$ cat src/rtl/imm_extend_pipe_pkg.sv
// Shared types and helpers for the registered immediate-extension stage.
package imm_pkg;

    // Widest immediate and tag any configuration of the stage can carry.
    localparam int IMM_MAX_W = 64;
    localparam int TAG_MAX_W = 64;

    // Immediate format selector driven by the decoder.
    typedef enum logic [2:0] {
        IMM_I   = 3'b000,
        IMM_S   = 3'b001,
        IMM_B   = 3'b010,
        IMM_J   = 3'b011,
        IMM_U   = 3'b100,
        IMM_Z   = 3'b101,
        IMM_SH  = 3'b110,
        IMM_RSV = 3'b111
    } imm_src_t;

    // One buffered result at maximum width: immediate, sideband tag, reserved-format flag.
    typedef struct packed {
        logic [IMM_MAX_W-1:0] imm;
        logic [TAG_MAX_W-1:0] tag;
        logic                 illegal;
    } imm_entry_t;

    // Widen a 32-bit immediate to 64 bits by replicating its top bit.
    function automatic logic [63:0] sext64(input logic [31:0] value);
        return {{32{value[31]}}, value};
    endfunction

endpackage

$ cat src/rtl/imm_extend_pipe_decode.sv
// Combinational RV32I/RV64I immediate decoder: instruction + format -> extended immediate.
module imm_decode
    import imm_pkg::*;
#(
    parameter int DATA_WIDTH = 32
) (
    input  logic [31:0]           instruction,
    input  logic [2:0]            immSrc,
    output logic [DATA_WIDTH-1:0] imm,
    output logic                  illegal
);

    logic [31:0] raw32;

    // Build the 32-bit sign-extended form of the selected format; reserved formats give zero.
    always_comb begin
        raw32   = '0;
        illegal = 1'b0;
        case (imm_src_t'(immSrc))
            IMM_I:   raw32 = {{20{instruction[31]}}, instruction[31:20]};
            IMM_S:   raw32 = {{20{instruction[31]}}, instruction[31:25], instruction[11:7]};
            IMM_B:   raw32 = {{19{instruction[31]}}, instruction[31], instruction[7],
                              instruction[30:25], instruction[11:8], 1'b0};
            IMM_J:   raw32 = {{11{instruction[31]}}, instruction[31], instruction[19:12],
                              instruction[20], instruction[30:21], 1'b0};
            IMM_U:   raw32 = {instruction[31:12], 12'b0};
            IMM_Z:   raw32 = {27'b0, instruction[19:15]};
            IMM_SH:  raw32 = (DATA_WIDTH == 64) ? {26'b0, instruction[25:20]}
                                                : {27'b0, instruction[24:20]};
            IMM_RSV: illegal = 1'b1;
            default: illegal = 1'b1;
        endcase
    end

    // Zero-extended formats have bit 31 clear, so the same widening serves every format.
    generate
        if (DATA_WIDTH == 64) begin : g_wide
            assign imm = sext64(raw32);
        end else begin : g_narrow
            assign imm = raw32;
        end
    endgenerate

endmodule

$ cat src/rtl/imm_extend_pipe.sv
// Registered immediate extender with a 2-entry skid FIFO and valid/ready on both sides.
module imm_extend_pipe
    import imm_pkg::*;
#(
    parameter int INSTR_WIDTH = 32,
    parameter int DATA_WIDTH  = 32,
    parameter int TAG_WIDTH   = 32
) (
    input  logic                   clk,
    input  logic                   rst_n,
    input  logic                   flush,
    input  logic                   in_valid,
    output logic                   in_ready,
    input  logic [INSTR_WIDTH-1:0] instruction,
    input  logic [2:0]             immSrc,
    input  logic [TAG_WIDTH-1:0]   in_tag,
    output logic                   out_valid,
    input  logic                   out_ready,
    output logic [DATA_WIDTH-1:0]  immExt,
    output logic [TAG_WIDTH-1:0]   out_tag,
    output logic                   illegal,
    output logic [1:0]             occupancy
);

    // Entry layout sized to this instance rather than the package's maximum-width form.
    typedef struct packed {
        logic [DATA_WIDTH-1:0] imm;
        logic [TAG_WIDTH-1:0]  tag;
        logic                  illegal;
    } entry_t;

    logic [DATA_WIDTH-1:0] decImm;
    logic                  decIllegal;
    entry_t                newEntry;
    entry_t                slot0;
    entry_t                slot1;
    logic                  accept;
    logic                  pop;
    logic [1:0]            occNext;

    imm_decode #(
        .DATA_WIDTH(DATA_WIDTH)
    ) u_decode (
        .instruction(instruction),
        .immSrc     (immSrc),
        .imm        (decImm),
        .illegal    (decIllegal)
    );

    assign newEntry = '{imm: decImm, tag: in_tag, illegal: decIllegal};
    assign accept   = in_valid & in_ready;
    assign pop      = out_valid & out_ready;

    // Next occupancy: accept and pop in the same cycle cancel out.
    always_comb begin
        occNext = occupancy;
        case ({accept, pop})
            2'b10:   occNext = occupancy + 2'd1;
            2'b01:   occNext = occupancy - 2'd1;
            default: occNext = occupancy;
        endcase
    end

    // Occupancy and both handshake flags are registered so neither side sees a combinational path.
    always_ff @(posedge clk or negedge rst_n) begin
        if (!rst_n) begin
            occupancy <= 2'd0;
            in_ready  <= 1'b1;
            out_valid <= 1'b0;
        end else if (flush) begin
            occupancy <= 2'd0;
            in_ready  <= 1'b1;
            out_valid <= 1'b0;
        end else begin
            occupancy <= occNext;
            in_ready  <= (occNext != 2'd2);
            out_valid <= (occNext != 2'd0);
        end
    end

    // Slot 0 is always the head; a pop shifts slot 1 forward, and new entries fill the first free slot.
    always_ff @(posedge clk or negedge rst_n) begin
        if (!rst_n) begin
            slot0 <= '0;
            slot1 <= '0;
        end else if (!flush) begin
            if (pop && accept) begin
                slot0 <= newEntry;
            end else if (pop) begin
                slot0 <= slot1;
            end else if (accept) begin
                if (occupancy == 2'd0) begin
                    slot0 <= newEntry;
                end else begin
                    slot1 <= newEntry;
                end
            end
        end
    end

    assign immExt  = slot0.imm;
    assign out_tag = slot0.tag;
    assign illegal = slot0.illegal;

endmodule

$ cat config.mk
export PLATFORM = sky130hd
export DESIGN_NAME = imm_extend_pipe
export DESIGN_NICKNAME = d
export VERILOG_FILES = /design/src/rtl/imm_extend_pipe_pkg.sv /design/src/rtl/imm_extend_pipe_decode.sv /design/src/rtl/imm_extend_pipe.sv
export SDC_FILE = /design/constraint.sdc
export NUM_CORES = 1
export LEC_CHECK = 0
export ABC_CLOCK_PERIOD_IN_PS = 5000
export CAP_MARGIN = 20
export CORE_AREA = 10 10 121 123
export CTS_BUF_LIST = sky130_fd_sc_hd__clkbuf_4 sky130_fd_sc_hd__clkbuf_8 sky130_fd_sc_hd__clkbuf_16
export CTS_CLUSTER_SIZE = 14
export DETAILED_ROUTE_END_ITERATION = 10
export DIE_AREA = 0 0 131 133
export PLACE_DENSITY = 0.86
export SYNTH_ARGS = -nofsm -noshare
export SYNTH_HDL_FRONTEND = slang
export SYNTH_HIERARCHICAL = 1
export SYNTH_SLANG_ARGS = --single-unit
$ cat constraint.sdc
create_clock -name clk -period 5 [get_ports clk]
set_input_delay 0.5 -clock clk [delete_from_list [all_inputs] [get_ports clk]]
set_output_delay 0.5 -clock clk [all_outputs]
set_load 0.02 [all_outputs]
======== Word-level counts from Yosys, hierarchy flattened ========
Index checks and enable logic that the tools add are counted.
storage, ports and cells
  register bits ........................... 134
  input bits .............................. 72
  output and inout port bits .............. 69
  logic and storage cells ................. 45
cells by class
  $add $sub $neg .......................... 2
  equal/unequal tests ..................... 10
  muxes and demuxes ....................... 10
  bitwise gates (word level) .............. 6
  reductions and logical operators ........ 8
operators by type and width
  kind                 count
  $mux 65              4
  $pmux 32 s7          1
  $eq 3x3->1 const B   4
  $eq 3x2->1 const B   2
  $reduce_bool 3->1    2
  $reduce_and 5->1     1
  $not 1->1            4
  $pmux 2 s2           1
  $eq 3x1->1 const B   1
  $logic_not 3->1      1
  $mux 1               3
  $reduce_and 3->1     1
  $add 2x1->2 const B  1
  $and 1x1->1          2
  $eq 2x1->1 const B   1
  $eq 2x2->1 const B   1
  $logic_not 2->1      1
  $mux 2               1
  $ne 2x2->1 const B   1
  $reduce_bool 2->1    1
  $sub 2x1->2 const B  1
  $logic_and 1x1->1    1

======== Logic depth before layout (Yosys ltp) ========
Gate-level depths: netlist of the first run.
  depth after elaboration ................. 6
  mapped depth ............................ 8

======== Hierarchy ========
Netlist of the first run, hierarchy kept.
by module, submodules not included
  module           times used  cells each  area an instance (um^2)  seq. area each (um^2)
  imm_extend_pipe  1           373         6042.0                   3354.5
  imm_decode       1           82          589.3                    0.0

======== Worst setup path before layout of the first run ========
Ideal clock, no wire load.
  path type ............................... register to register
  from .................................... register in_ready
  to ...................................... register slot0, in the netlist out_tag[17]
  setup time .............................. 0.125 ns
  arrival time ............................ 2.247 ns
  slack ................................... 2.628 ns
  cell stages (with the launch flop) ...... 9
  path buffers ............................ 2
  period minus slack after synthesis ...... 2.372 ns
  cell sequence ........................... dfstp_2 nand2_1 inv_1 ha_1 nand3b_1 clkbuf_1 clkbuf_1 mux2_2 mux2_2
between the ends
  word-level cells in the longest chain between the ends .. 4
  elaborated cells between the ends (all ways) .. 6
  classes of those cells .................. 1 x mux; 1 x bitwise; 4 x reduce/logical
RTL lines
  what                                line                   text
  start: declaration                  imm_extend_pipe.sv:13  output logic in_ready,
  start signal: assignment            imm_extend_pipe.sv:76  in_ready <= (occNext != 2'd2);
  $and 1x1->1 (*)                     imm_extend_pipe.sv:51  assign accept = in_valid & in_ready;
  $logic_and 1x1->1                   imm_extend_pipe.sv:87  if (pop && accept) begin
  $reduce_bool 3->1 (no source line)  -
  $reduce_and 3->1 (no source line)   -
  end signal: assignment              imm_extend_pipe.sv:88  slot0 <= newEntry;
  end signal: assignment              imm_extend_pipe.sv:90  slot0 <= slot1;
  end signal: assignment              imm_extend_pipe.sv:93  slot0 <= newEntry;
  end: declaration                    imm_extend_pipe.sv:35  entry_t slot0;
Mark *: on every way between the ends. The rest lies on a longest branch, timed or not.
A chain may end at the register's enable or synchronous reset.

======== Final worst setup path of the first run ========
  from .................................... input out_ready
  to ...................................... register slot1[55] (netlist name)
between the ends
  word-level cells in the longest chain between the ends .. 4
  elaborated cells between the ends (all ways) .. 5
  classes of those cells .................. 3 x bitwise; 2 x reduce/logical
RTL lines
  what                                   line                   text
  start: declaration                     imm_extend_pipe.sv:18  input logic out_ready,
  $and 1x1->1 (*)                        imm_extend_pipe.sv:52  assign pop = out_valid & out_ready;
  $logic_and 1x1->1                      imm_extend_pipe.sv:87
  $not 1->1 (no source line)             -
  $reduce_and 5->1 (no source line) (*)  -
  end signal: assignment                 imm_extend_pipe.sv:95  slot1 <= newEntry;
  end: declaration                       imm_extend_pipe.sv:36  entry_t slot1;
Marked as above.

==> results of run 1 <==
==> area by class of cell <==
class	instances	area (sq um)
clock buffer	20	460
clock inverter	11	198
fill	823	3670
inverter	3	11.3
multi-input combinational	286	3070
sequential	134	3350
tap	172	215
timing repair buffer	140	1390
==> registers in the layout, indices dropped and copies added, names as in the netlist <==
name	flops
illegal	1
slot1	65
in_ready	1
out_tag	32
out_valid	1
immExt	32
occupancy	2
==> synthesized netlist by cell type, types with 3 or more instances <==
master / n / area share
sky130_fd_sc_hd__mux2i_1: 9 / 0.014
sky130_fd_sc_hd__and2b_1: 3 / 0.0034
sky130_fd_sc_hd__inv_1: 3 / 0.0017
sky130_fd_sc_hd__mux2_4: 50 / 0.11
sky130_fd_sc_hd__clkbuf_1: 6 / 0.0034
sky130_fd_sc_hd__nand2_1: 3 / 0.0017
sky130_fd_sc_hd__a21o_1: 13 / 0.015
sky130_fd_sc_hd__mux2_2: 146 / 0.25
sky130_fd_sc_hd__nor3_1: 3 / 0.0023
sky130_fd_sc_hd__a21oi_1: 16 / 0.012
sky130_fd_sc_hd__a22oi_1: 4 / 0.0045
sky130_fd_sc_hd__nor2b_1: 7 / 0.0066
sky130_fd_sc_hd__buf_2: 16 / 0.012
sky130_fd_sc_hd__buf_6: 8 / 0.014
sky130_fd_sc_hd__o22ai_1: 7 / 0.0066
sky130_fd_sc_hd__dfrtp_1: 133 / 0.50
sky130_fd_sc_hd__ha_1: 3 / 0.0057
==> kinds of logic (layout without fill, tap and decap cells) <==
group,count (synthesis),count (layout)
AO/OA/AOI/OAI,47,47
XOR/XNOR,4,4
adder cells (fa/ha/maj),3,3
buffers and inverters,35,174
flip-flops,134,134
multiplexers,205,205
AND/OR/NAND/NOR,27,27
==> metrics by stage <==
| stage | instance area (sq um) | instances |
|---|---|---|
| 2_1_floorplan | 6630 | 455 |
| 3_3_place_gp | 8040 | 735 |
| 5_1_grt | 8690 | 766 |
| 4_1_cts | 8690 | 766 |
| 3_5_place_dp | 8040 | 735 |
| 6_report | 8690 | 766 |
==> power by group through the flow <==
stage	combinational [W]	sequential [W]	clock, W
floorplan	0.000975	0.00219	0
global placement	0.00206	0.00189	0
detailed placement	0.00211	0.00193	0
CTS	0.00213	0.00193	0.00141
global route	0.00223	0.00199	0.00146
finish	0.00210	0.00192	0.00139
==> worst reg2reg max path, stage by stage (launching register included) <==
cell and delay, ps:
sky130_fd_sc_hd__dfrtp_1 430, sky130_fd_sc_hd__nand2_1 120, sky130_fd_sc_hd__inv_1 70, sky130_fd_sc_hd__ha_1 190
sky130_fd_sc_hd__or4b_4 810, sky130_fd_sc_hd__buf_4 480, sky130_fd_sc_hd__mux2_4 400
==> per-layer routing <==
| layer | up-vias | track usage |
|---|---|---|
| met5 | - | 0 |
| met4 | 0 | 0.0600 |
| met3 | 19 | 0.0963 |
| met2 | 158 | 0.271 |
| met1 | 2123 | 0.216 |
| li1 | 1901 | - |
==> placed cells by master, fill, tap and decap left out, drive strengths merged, types with 2 or more instances in the layout <==
cell type and n:
o22ai 7, and2 2, clkinvlp 4, and2b 3, dfrtp 133, a21o 13
a21oi 16, xor2 2, a22o 2, a22oi 4, buf 8, clkdlybuf4s50 132
mux2i 9, nor2b 8, clkbuf 20, bufinv 5, nand2 3, nor3 3
xnor2 2, nor2 2, inv 4, mux2 196, ha 3, o21ai 2
==> worst min path at each step <==
stage                         start    endpoint  slack (ps)  cells after the start
final                         rst_n  immExt[13]          90                      1
after global routing          rst_n   slot1[45]         140                      1
after CTS                     rst_n   out_valid         120                      1
after detailed placement  slot1[59]   slot1[59]         490                      1
after global placement    slot1[64]   slot1[64]         480                      1
after floorplan               rst_n     illegal         200                      0
==> impl_summary.txt, run 1 <==
----------------------------------------------------
[Clock network]
  Clock transition at the registers of the reported paths ... 50 ps
  Clock Path Buffers ... 2
  TritonCTS clock tree ... yes
  CTS hold repair buffers ... 0
  Clk Tree Root Cell ... sky130_fd_sc_hd__clkbuf_16
  Post-CTS setup repair buffer count ... 0
  Count of instances resized after the clock tree is built ... 0
  CTS sink cnt ... 134
  Number of CTS-inserted buffers ... 17
  Worst-Skew Late Latency ... 420 ps
  Maximum level of the CTS H-tree ... 4

[Global route]
  Vias in the first global route ... 4,615
  Initial antenna violation count ... 0
  Total congestion overflow ... 0
  Global-route wire length before repair ... 24,700 um
  Total routing resource utilization after global routing ... 0.180
  Maximum number of pins on one net before global-route repair ... 76

[Routing]
  Count of routing violations after the opening detailed-route iteration ... 413
  Routed wl met3 ... 1670 um
  WL met2 ... 7000 um
  DRT met1 WL ... 6260 um
  Number of nets with antenna violations after routing ... 0
  WL final ... 15,100 um
  First drt pass iteration count ... 4
  Routed via count divided by cell count ... 5.48
  Routed via count ... 4,201
  Number of remaining DRC errors ... 0
  Highest Signal Layer ... met4
  Avg WL per Cell ... 19.7 um

[Placed design]
  Setup Slack @ Placement ... 1850 ps
  Final HPWL DP ... 10,200 um
  Port Buf Inserts ... 133
  Final weighted congestion in routability-driven placement ... 0.835

[Logic synthesis]
  Proportion of register bits with asynchronous set or reset after synthesis ... 1.00
  Count of yosys warnings during synthesis ... 6
  Main combinational cell family by area after synthesis ... multiplexers
  Adder-cell share of the synthesized area ... 0.00566
  Portion of netlist area occupied by mux cells ... 0.375
  Commonest register cell after synthesis ... sky130_fd_sc_hd__dfrtp_1
  Area share of and/or/nand/nor cells after synthesis ... 0.0264
  Synthesized area per cell ... 14.6 sq um
  Seq/Total Area, Yosys ... 0.506
  Count of cell types in the netlist ... 37
  Post-synthesis compound-gate area fraction ... 0.0468
  Yosys reg bits ... 134
  Net count after synthesis ... 530
  Number of synthesized flops with an enable pin ... 0
  Share of the synthesized netlist area taken by xor and xnor gates ... 0.00811
  Mapped Area ... 6630 sq um
  Synthesized netlist cell count ... 455

[Pwr]
  Switching portion of total power ... 0.306
  Peak ir drop on the vdd network ... 0.000370 V
  Leak ... 3.98 nW
  Share of power burned in combinational logic ... 0.388
  Net Sw Power ... 0.00165 W
  Cell-internal power ... 0.00375 W
  Overall power ... 0.00540 W
  Total power density per cell area ... 622 nW/um^2
  Clock network fraction of total power ... 0.256
  Sequential share of power ... 0.356

[Timing]
  Max Freq ... 365 MHz
  RSZ-0062 raised after global routing ... no
  Max-slew violation count ... 0
  Min Clock Period, post-route ... 2740 ps
  Worst-Margin Slew ... 1000 ps
  Worst clock skew ... 7.90 ps
  WHS ... 91.7 ps
  Total count of hold-check failures in the final report ... 0
  Minimum setup slack in the final design ... 2260 ps
  Worst relative slew slack ... 0.332
  Share of the cycle needed by the critical path after routing ... 0.548
  Setup TNS after final layout ... 0 ps
  Setup violations, final ... 0

[Worst setup path]
  R2r startpoint ... out_valid
  Arrival time at the worst endpoint ... 3040 ps
  Ordered list of cells on the worst path ... clkdlybuf4s50_1 > nand2_1 > inv_1 > ha_1 > or4b_4 > buf_4 > mux2_4
  R2r worst-path depth ... 6
  Peak fanout along the critical path ... 35
  Worst path required time ... 5300 ps
  Sort of element at the end of the critical path ... register
  Cell at the slowest stage of the critical path ... sky130_fd_sc_hd__or4b_4
  Timing endpoint of the critical path ... slot1[55]
  Launching element type of the critical path ... primary input
  Critical path class ... primary input to register
  Family with the most delay on the worst path ... buffers and inverters
  Critical path buffer and inverter count ... 3
  Crit path launch ... out_ready
  Worst reg-to-reg setup slack ... 2380 ps
  Logic depth of the worst setup path including buffers ... 7
  CP max stage delay ... 810 ps
  End of the worst register-to-register path ... slot1[55]

[Finish]
  Post-layout utilization of the core ... 0.703
  Fraction of layout cells with a size suffix above 1 ... 0.407
  Synth-to-Final Area Change ... 31.1%
  Final-stage net count ... 657
  Antenna Cells ... 0

[Die]
  X dimension of the die ... 131 um
  Core Region ... 12,400 sq um
  Initial Utilization ... 0.536
  Area of the die ... 17,400 sq um
  Total number of placement rows ... 41
  Die Height ... 133 um
  Top Ports ... 141

[Flow run]
  Max-cap check violation count ... 0

[Min path]
  Path type of the worst min-delay path ... primary input to async pin

[Outcome]
  Status ... finished clean

----------------------------------------------------
Note: power is estimated with default switching activity, not from simulation.
==> run 2: changes to the inputs <==
--- a/config.mk
+++ b/config.mk
@@ -5,14 +5,14 @@
 export SDC_FILE = /design/constraint.sdc
 export NUM_CORES = 1
 export LEC_CHECK = 0
-export ABC_CLOCK_PERIOD_IN_PS = 5000
+export ABC_CLOCK_PERIOD_IN_PS = 2600
 export CAP_MARGIN = 20
-export CORE_AREA = 10 10 121 123
+export CORE_AREA = 10 10 126 128
 export CTS_BUF_LIST = sky130_fd_sc_hd__clkbuf_4 sky130_fd_sc_hd__clkbuf_8 sky130_fd_sc_hd__clkbuf_16
 export CTS_CLUSTER_SIZE = 14
 export DETAILED_ROUTE_END_ITERATION = 10
-export DIE_AREA = 0 0 131 133
-export PLACE_DENSITY = 0.86
+export DIE_AREA = 0 0 136 138
+export PLACE_DENSITY = 0.8
 export SYNTH_ARGS = -nofsm -noshare
 export SYNTH_HDL_FRONTEND = slang
 export SYNTH_HIERARCHICAL = 1
==> constraint.sdc (replaced) <==
create_clock -name clk -period 2.6 [get_ports clk]
set_input_delay 0.26 -clock clk [delete_from_list [all_inputs] [get_ports clk]]
set_output_delay 0.26 -clock clk [all_outputs]
set_load 0.02 [all_outputs]
==> impl_summary.txt, run 2 (synthesis results as in run 1) <==
----------------------------------------------------
[Timing]
  Minimum setup slack in the final design ... 403 ps
  Setup violations, final ... 0
  Total count of hold-check failures in the final report ... 0
  Max Freq ... 455 MHz
  Worst relative slew slack ... 0.659
  Setup TNS after final layout ... 0 ps
  Worst clock skew ... 9.01 ps
  RSZ-0062 raised after global routing ... no
  Share of the cycle needed by the critical path after routing ... 0.845
  Max-slew violation count ... 0
  Min Clock Period, post-route ... 2200 ps
  Worst-Margin Slew ... 509 ps

[Worst setup path]
  Peak fanout along the critical path ... 57
  Sort of element at the end of the critical path ... register
  Arrival time at the worst endpoint ... 2490 ps
  Critical path class ... register to register
  Worst path required time ... 2900 ps
  Launching element type of the critical path ... register

[Finish]
  Number of flip-flops under the largest register name ... 65
  Antenna Cells ... 0
  Highest-count cells in the layout ignoring fill and taps ... sky130_fd_sc_hd__mux2_2, sky130_fd_sc_hd__dfrtp_1, sky130_fd_sc_hd__clkdlybuf4s50_1
  Synth-to-Final Area Change ... 32.6%
  Most frequent standard cell in the layout excluding fill and tap cells ... sky130_fd_sc_hd__mux2_2
  Fraction of layout cells with a size suffix above 1 ... 0.413
  Largest register by flop count ... slot1
  Post-layout utilization of the core ... 0.651
  Final-stage net count ... 663

[Routing]
  Number of remaining DRC errors ... 0
  Routed via count divided by cell count ... 5.43
  Number of nets with antenna violations after routing ... 0
  Avg WL per Cell ... 19.6 um
  Count of routing violations after the opening detailed-route iteration ... 254
  Routed via count ... 4,244
  WL final ... 15,300 um
  First drt pass iteration count ... 5

[Clock network]
  Clock Path Buffers ... 2
  Worst-Skew Late Latency ... 420 ps
  Maximum level of the CTS H-tree ... 4
  Number of CTS-inserted buffers ... 17
  Clock transition at the registers of the reported paths ... 60 ps
  CTS sink cnt ... 134
  Clk Tree Root Cell ... sky130_fd_sc_hd__clkbuf_16
  Post-CTS setup repair buffer count ... 0
  Count of instances resized after the clock tree is built ... 0
  TritonCTS clock tree ... yes

[Global route]
  Maximum number of pins on one net before global-route repair ... 84
  Total routing resource utilization after global routing ... 0.169
  Global-route wire length before repair ... 25,600 um
  Vias in the first global route ... 4,806
  Total congestion overflow ... 0
  Initial antenna violation count ... 0

[Die]
  X dimension of the die ... 136 um
  Initial Utilization ... 0.491
  Total number of placement rows ... 43
  Top Ports ... 141
  Core Region ... 13,500 sq um
  Die Height ... 138 um
  Area of the die ... 18,800 sq um

[Flow run]
  Max-cap check violation count ... 0

[Placed design]
  Final weighted congestion in routability-driven placement ... 0.846
  Setup Slack @ Placement ... 147 ps
  Final HPWL DP ... 10,400 um
  Port Buf Inserts ... 133

[Pwr]
  Peak ir drop on the vdd network ... 0.000681 V
  Leak ... 4.04 nW
  Total power density per cell area ... 1170 nW/um^2

[Min path]
  Path type of the worst min-delay path ... primary input to async pin

[Outcome]
  Status ... finished clean

----------------------------------------------------
-- run 2: cell count changes in the layout (fill, tap and decap cells not counted), sizes merged --
cell,change
bufinv,-1
buf,+5
clkinvlp,-2
clkinv,+4
dlygate4sd3,+1
-- run 2: through the flow --
| step | instance area (sq um) | total power (W) | hold WS, ps | instances |
|---|---|---|---|---|
| detailed placement | 8150 | 0.00781 | 230 | 748 |
| finish | 8790 | 0.0103 | 341 | 781 |
| global placement | 8150 | 0.00765 | 233 | 748 |
| CTS | 8790 | 0.0105 | 345 | 781 |
| floorplan | 6630 | 0.00609 | -35.6 | 455 |
| global route | 8790 | 0.0109 | 381 | 781 |
-- run 2: path summary, 6_finish.rpt --
| kind | startpoint | end | slack, ps | depth (start not counted) |
|---|---|---|---|---|
| max | in_ready | immExt[7] | 400 | 7 |
| min | rst_n | immExt[17] | 340 | 2 |
| max reg2reg | in_ready | immExt[7] | 400 | 7 |
| min reg2reg | slot1[10] | slot1[10] | 500 | 1 |
| max in group asynchronous | rst_n | in_ready | 1390 | 3 |
| min in group clk | in_tag[25] | slot1[26] | 480 | 2 |
-- run 2: per-layer routing --
metal,vias to the layer above,global-route usage,share of wire
li1,1912,-,-
met1,2152,0.199,0.42
met2,158,0.263,0.47
met3,22,0.0837,0.11
met4,0,0.0561,0.012
met5,-,0,0
-- run 2: area by class of cell --
type	instances	area, sq um
Clock buffer	20	460
Clock inverter	12	176
Fill cell	986	4710
Inverter	3	11.3
Multi-Input combinational cell	286	3070
Sequential cell	134	3350
Tap cell	180	225
Timing Repair Buffer	146	1500
-- run 2: power breakdown --
part | total (W) | internal (W) | switching, W
clock network | 0.00256 | 0.00167 | 0.000899
registers | 0.00369 | 0.00311 | 0.000582
logic | 0.00407 | 0.00238 | 0.00169
total | 0.0103 | 0.00716 | 0.00317
-- run 2: timing repair --
item / in CTS / in global routing
endpoints found under the setup margin: 0 / 0
hold buffers: 1 / 0
hold endpoints to repair: 51 / 0
-- run 2: worst max-delay path, cell delays in order, from the launching register on --
cell	delay, ps
sky130_fd_sc_hd__dfstp_2	540
sky130_fd_sc_hd__nand2_1	100
sky130_fd_sc_hd__inv_1	70
sky130_fd_sc_hd__ha_1	160
sky130_fd_sc_hd__nand3b_1	170
sky130_fd_sc_hd__buf_12	330
sky130_fd_sc_hd__mux2_2	390
sky130_fd_sc_hd__mux2_2	270
